**config.mk**
```make
export PLATFORM = sky130hd
export DESIGN_NAME = mem_access_stage
export DESIGN_NICKNAME = d
export VERILOG_FILES = /design/src/rtl/mem_access_stage.sv
export SDC_FILE = /design/constraint.sdc
export NUM_CORES = 1
export LEC_CHECK = 0
export BUFFER_PORTS_ARGS = -buffer_cell sky130_fd_sc_hd__buf_2
export CAP_MARGIN = 20
export CORE_MARGIN = 8
export CORE_UTILIZATION = 45
export CTS_CLUSTER_DIAMETER = 50
export DETAILED_ROUTE_END_ITERATION = 7
export PLACE_DENSITY = 0.74
export REMOVE_ABC_BUFFERS = 1
export SLEW_MARGIN = 20
export SYNTH_ARGS = -nofsm -noshare
export SYNTH_HDL_FRONTEND = slang
export SYNTH_SLANG_ARGS = --single-unit
```
**constraint.sdc**
```tcl
create_clock -name clk -period 2.4 [get_ports clk]
set_clock_uncertainty 0.15 [all_clocks]
set_input_delay 0.12 -clock clk [delete_from_list [all_inputs] [get_ports clk]]
set_output_delay 0.12 -clock clk [all_outputs]
set_load 0.02 [all_outputs]
```
**src/rtl/mem_access_stage.sv**
```systemverilog
// Purpose : MEM stage; ALU results pass straight through, LDUR/STUR/LDURB/STURB go to data memory via req/ack.
// Latency : ALU ops 0 cycles (combinational); memory ops occupy k+2 cycles for an ack in the k-th REQ cycle.
// Backpr. : stall freezes upstream while an access is pending; a bubble (control_out=0) goes to MEM/WB meanwhile.
//
// Ports: clk/reset (sync, active-high); EX/MEM entry in (in_valid, Rd_in, alu_in, sdata_in, mem_read,
//        mem_write, byte_op, reg_write_in); stall to upstream; data-memory bus (mem_req, mem_we, mem_addr,
//        mem_wdata, mem_be, mem_rdata, mem_ack); MEM/WB out (Rd_out, Dw_out, control_out); fault pulse.
module mem_access_stage #(
    parameter int TIMEOUT = 255
) (
    input  logic        clk,
    input  logic        reset,
    input  logic        in_valid,
    input  logic [4:0]  Rd_in,
    input  logic [63:0] alu_in,
    input  logic [63:0] sdata_in,
    input  logic        mem_read,
    input  logic        mem_write,
    input  logic        byte_op,
    input  logic        reg_write_in,
    output logic        stall,
    output logic        mem_req,
    output logic        mem_we,
    output logic [63:0] mem_addr,
    output logic [63:0] mem_wdata,
    output logic [7:0]  mem_be,
    input  logic [63:0] mem_rdata,
    input  logic        mem_ack,
    output logic [4:0]  Rd_out,
    output logic [63:0] Dw_out,
    output logic        control_out,
    output logic        fault
);

    localparam logic [1:0] S_IDLE = 2'd0;
    localparam logic [1:0] S_REQ  = 2'd1;
    localparam logic [1:0] S_DONE = 2'd2;

    // Wide enough to hold TIMEOUT itself so the increment never wraps.
    localparam int CW = $clog2(TIMEOUT + 1);

    logic [1:0]    state_q, state_d;
    logic [CW-1:0] cnt_q, cnt_d;
    logic [4:0]    rd_q, rd_d;
    logic [63:0]   addr_q, addr_d;
    logic [63:0]   sdata_q, sdata_d;
    logic [63:0]   ldata_q, ldata_d;
    logic          rd_op_q, rd_op_d;
    logic          wr_op_q, wr_op_d;
    logic          byte_q, byte_d;
    logic          rw_q, rw_d;
    logic          tmo_q, tmo_d;
    logic          post_rst_q, post_rst_d;

    logic          vld;
    logic          mem_op;
    logic          bad;
    logic          timeout_hit;
    logic [2:0]    lane;

    always_comb begin
        // The cycle right after reset is kept quiet: the entry shown is treated as empty.
        vld         = in_valid & ~reset & ~post_rst_q;
        mem_op      = vld & (mem_read | mem_write);
        bad         = (mem_read & mem_write) | (~byte_op & (alu_in[2:0] != 3'b000));
        timeout_hit = (cnt_q == CW'(TIMEOUT - 1));
        lane        = addr_q[2:0];

        state_d    = state_q;
        cnt_d      = cnt_q;
        rd_d       = rd_q;
        addr_d     = addr_q;
        sdata_d    = sdata_q;
        ldata_d    = ldata_q;
        rd_op_d    = rd_op_q;
        wr_op_d    = wr_op_q;
        byte_d     = byte_q;
        rw_d       = rw_q;
        tmo_d      = tmo_q;
        post_rst_d = 1'b0;

        stall       = 1'b0;
        mem_req     = 1'b0;
        fault       = 1'b0;
        control_out = 1'b0;
        Rd_out      = Rd_in;
        Dw_out      = alu_in;

        case (state_q)
            S_IDLE: begin
                if (mem_op) begin
                    if (bad) begin
                        // Dropped: no request, no writeback, upstream keeps moving.
                        fault = 1'b1;
                    end else begin
                        rd_d    = Rd_in;
                        addr_d  = alu_in;
                        sdata_d = sdata_in;
                        rd_op_d = mem_read;
                        wr_op_d = mem_write;
                        byte_d  = byte_op;
                        rw_d    = reg_write_in;
                        cnt_d   = '0;
                        tmo_d   = 1'b0;
                        state_d = S_REQ;
                        stall   = 1'b1;
                    end
                end else begin
                    control_out = vld & reg_write_in;
                end
            end
            S_REQ: begin
                stall   = 1'b1;
                mem_req = 1'b1;
                cnt_d   = cnt_q + 1'b1;
                if (mem_ack) begin
                    ldata_d = byte_q ? {56'b0, mem_rdata[{lane, 3'b000} +: 8]} : mem_rdata;
                    state_d = S_DONE;
                end else if (timeout_hit) begin
                    fault   = 1'b1;
                    tmo_d   = 1'b1;
                    state_d = S_DONE;
                end
            end
            S_DONE: begin
                // EX/MEM still shows the completed instruction, so inputs are not looked at.
                Rd_out      = rd_q;
                Dw_out      = rd_op_q ? ldata_q : addr_q;
                control_out = rw_q & ~tmo_q & ~wr_op_q;
                state_d     = S_IDLE;
            end
            default: begin
                state_d = S_IDLE;
            end
        endcase

        if (reset) begin
            stall       = 1'b0;
            mem_req     = 1'b0;
            fault       = 1'b0;
            control_out = 1'b0;
        end
    end

    // Bus fields come straight from the capture registers, so they hold steady through REQ.
    assign mem_we    = mem_req & wr_op_q;
    assign mem_addr  = {addr_q[63:3], 3'b000};
    assign mem_be    = byte_q ? (8'h01 << lane) : 8'hFF;
    assign mem_wdata = byte_q ? {8{sdata_q[7:0]}} : sdata_q;

    always_ff @(posedge clk) begin
        if (reset) begin
            state_q    <= S_IDLE;
            cnt_q      <= '0;
            rd_q       <= '0;
            addr_q     <= '0;
            sdata_q    <= '0;
            ldata_q    <= '0;
            rd_op_q    <= 1'b0;
            wr_op_q    <= 1'b0;
            byte_q     <= 1'b0;
            rw_q       <= 1'b0;
            tmo_q      <= 1'b0;
            post_rst_q <= 1'b1;
        end else begin
            state_q    <= state_d;
            cnt_q      <= cnt_d;
            rd_q       <= rd_d;
            addr_q     <= addr_d;
            sdata_q    <= sdata_d;
            ldata_q    <= ldata_d;
            rd_op_q    <= rd_op_d;
            wr_op_q    <= wr_op_d;
            byte_q     <= byte_d;
            rw_q       <= rw_d;
            tmo_q      <= tmo_d;
            post_rst_q <= post_rst_d;
        end
    end

endmodule

```
==> results.ini <==
[critical_path]
reg2reg_to = sdata_q[36]
worst-r2r-setup-slack_ns = 0.20
rr_worst_depth = 5
crit_type = reg -> out
crit_arrival_ns = 2.08
timing.rr.start = state_q[1]
cp.required_ns = 2.13
start_kind = flop
end_kind = primary output
cp_max_fo = 27

[timing]
final.setup.tns_ns = 0
fmax_mhz = 426
final_max_slew_viol_count = 0
timing.final.crit_share = 0.978
setup_slack_ns = 0.0537
fin_crit_ns = 2.35
rsz0062_at_grt = false
worst_pin_slew_ns = 0.964
relSlewSlack = 0.358
hold_viol = 0
finalSetupViolCount = 0
whs_ns = 0.133

[yosys]
syn_inst = 1422
synth_edf_count = 0
synth_warnings = 0
synthArstFlopShare = 0
synth.distinct_cells = 47
ys_ff_latch = 213
ys_seq_area_frac = 0.396
syn_avg_cell_area_um2 = 7.57
ys.flop_type = dfxtp_1
synth.cell_area_mm2 = 0.0108

[final_layout]
num-fill-cells = 1739
final_area_mm2 = 0.0156
nets = 2128
final_common_cell = buf_2
multi_input_area_mm2 = 0.00526
final_layout_size_suffix_gt1_frac = 0.273
layout.area.seq_mm2 = 0.00428
final_cell_mix = 410 x buf_2, 406 x nand2_1, 208 x dfxtp_1
syn_to_final_growth_pct = 45.2

[placed_design]
place_congestion = 0.887
io_buffer_count = 411
post-dp-hpwl_um = 27400
pre_cts_ws_ns = 0.310
placed_cell_area_mm2 = 0.0126

[hold_path]
hp-class = in -> reg
hold_end = sdata_q[23]
holdPathStages = 5
hold_start = in_valid

[floorplan]
start_util = 0.459
fp.dieArea_mm2 = 0.0291
placementRows = 56
die_w_um = 171
io_pins = 415
fp.dieH_um = 171
coreArea_mm2 = 0.0235

[grt]
antenna_found_initial = 1
grt_use_total = 0.282
grt_max_degree = 120
grt_pass1_vias = 12567
grt_pass1_wl_um = 66800
gr-total-overflow = 0

[power_and_ir_drop]
powerDensity_mw_per_mm2 = 588
power.leakage_nw = 6.35
p_total_mw = 9.19
p_sw_mw = 2.32
clockPowerShare = 0.484
comb_power_share = 0.122
swShare = 0.252
seq_power_share = 0.394
p_int_mw = 6.87
vdd_ir_drop_max_uv = 505

[job]
cap_violations = 0

[clock_tree]
clockBufferDepth = 3
cts_buffers = 29
clk_latency_ns = 0.53
cts_tree = built
cts_sinks = 213
cts.htree.levels = 1
cts-root-buf = clkbuf_16
clkSlewWorstSetupHoldPaths_ns = 0.06

[outcome]
status = finished clean

[routing]
vias_per_cell = 5.43
antenna_left = 0
routed_wl_um = 43400
drtIter0Drc = 1016
drc_errors = 0
drtPass1Iterations = 5
route.vias.total = 12295
routedWlPerCell_um = 19.1

routing by layer:
layer | vias to the layer above | global-route usage | routed length, um
met5 | - | 0 | 0
met4 | 0 | 0.149 | 2180
met3 | 159 | 0.0691 | 4220
met2 | 742 | 0.491 | 21100
met1 | 5706 | 0.315 | 15800
li1 | 5688 | - | -
worst max-delay path, stage by stage (launching register included):
cell and delay (ns):
dfxtp_2 0.36, inv_2 0.15, nand2_8 0.17, buf_12 0.21, o21ai_0 0.36, buf_2 0.26
power by group through the flow:
stage | logic, mW | clock network [mW] | registers [mW]
2_1_floorplan | 0.326 | 0 | 3.72
4_1_cts | 1.09 | 4.50 | 3.61
6_report | 1.13 | 4.45 | 3.62
5_1_grt | 1.20 | 4.64 | 3.62
3_3_place_gp | 0.812 | 0 | 3.69
3_5_place_dp | 0.821 | 0 | 3.69
flip-flops by register name, indices dropped and copies added, names as in the netlist, 2 cells and up:
| signal | flops |
|---|---|
| state_q | 2 |
| rd_q | 5 |
| ldata_q | 64 |
| sdata_q | 64 |
| addr_q | 64 |
| cnt_q | 8 |
synth_stat cells, types with 3 or more instances:
library cell,instances,share of area
nand2_1,408,0.14
dfxtp_1,213,0.40
a21oi_1,199,0.092
o21ai_0,128,0.059
buf_4,74,0.052
mux2i_1,64,0.059
clkbuf_1,63,0.022
inv_1,61,0.021
nand3b_1,57,0.040
buf_2,24,0.011
nor2_1,18,0.0063
mux2_2,13,0.014
buf_6,12,0.013
nor3_1,11,0.0051
a221o_1,8,0.0074
a221oi_1,8,0.0065
buf_1,8,0.0028
mux4_2,8,0.017
nand3_1,5,0.0023
o31ai_1,4,0.0028
nand4_1,3,0.0017
layout make-up:
class                   count  share of cell area
clock buffers              35              0.0498
repair buffers            647               0.286
inverters                  61              0.0146
flip-flops and latches    213               0.273
diodes                      3            0.000480
well taps                 319              0.0255
multi-input cells         969               0.336
clock inverters            17              0.0142
what timing repair did:
item,CTS,global route
setup buffers,0,1
setup endpoints to repair,20,23
gates resized for setup,6,2
endpoints found under the hold margin,210,0
hold buffers,202,0
pin swaps,1,0
worst max-delay path by stage:
stage	cells past startpoint	endpoint	start	slack [ns]
5_1_grt	5	mem_be[2]	addr_q[1]	0.0008
2_1_floorplan	4	cnt_q[7]	alu_in[0]	-3.98
3_5_place_dp	5	sdata_q[58]	state_q[1]	0.31
6_report	5	Dw_out[58]	state_q[0]	0.05
3_3_place_gp	5	sdata_q[35]	state_q[1]	0.36
4_1_cts	4	stall	state_q[1]	0.005
cell families (layout without fill, tap and decap cells):
| family | after synthesis | in the layout | synth area share |
|---|---|---|---|
| AOI/OAI and AO/OA | 359 | 359 | 0.178 |
| xor gates and xnor gates | 1 | 1 | 0.000814 |
| adders and majority gates | 2 | 2 | 0.00232 |
| buffers and inverters | 242 | 760 | 0.121 |
| DFF | 213 | 213 | 0.396 |
| muxes | 85 | 85 | 0.0898 |
| other | 1 | 6 | 0.000348 |
| and+or+nand+nor | 519 | 519 | 0.211 |
per-stage QoR:
step	utilization	instances
3_3_place_gp	0.536	2006
3_5_place_dp	0.536	2006
4_1_cts	0.665	2260
2_1_floorplan	-	1243
5_1_grt	0.666	2262
6_report	0.666	2264
(Power assumes the default switching activity.)
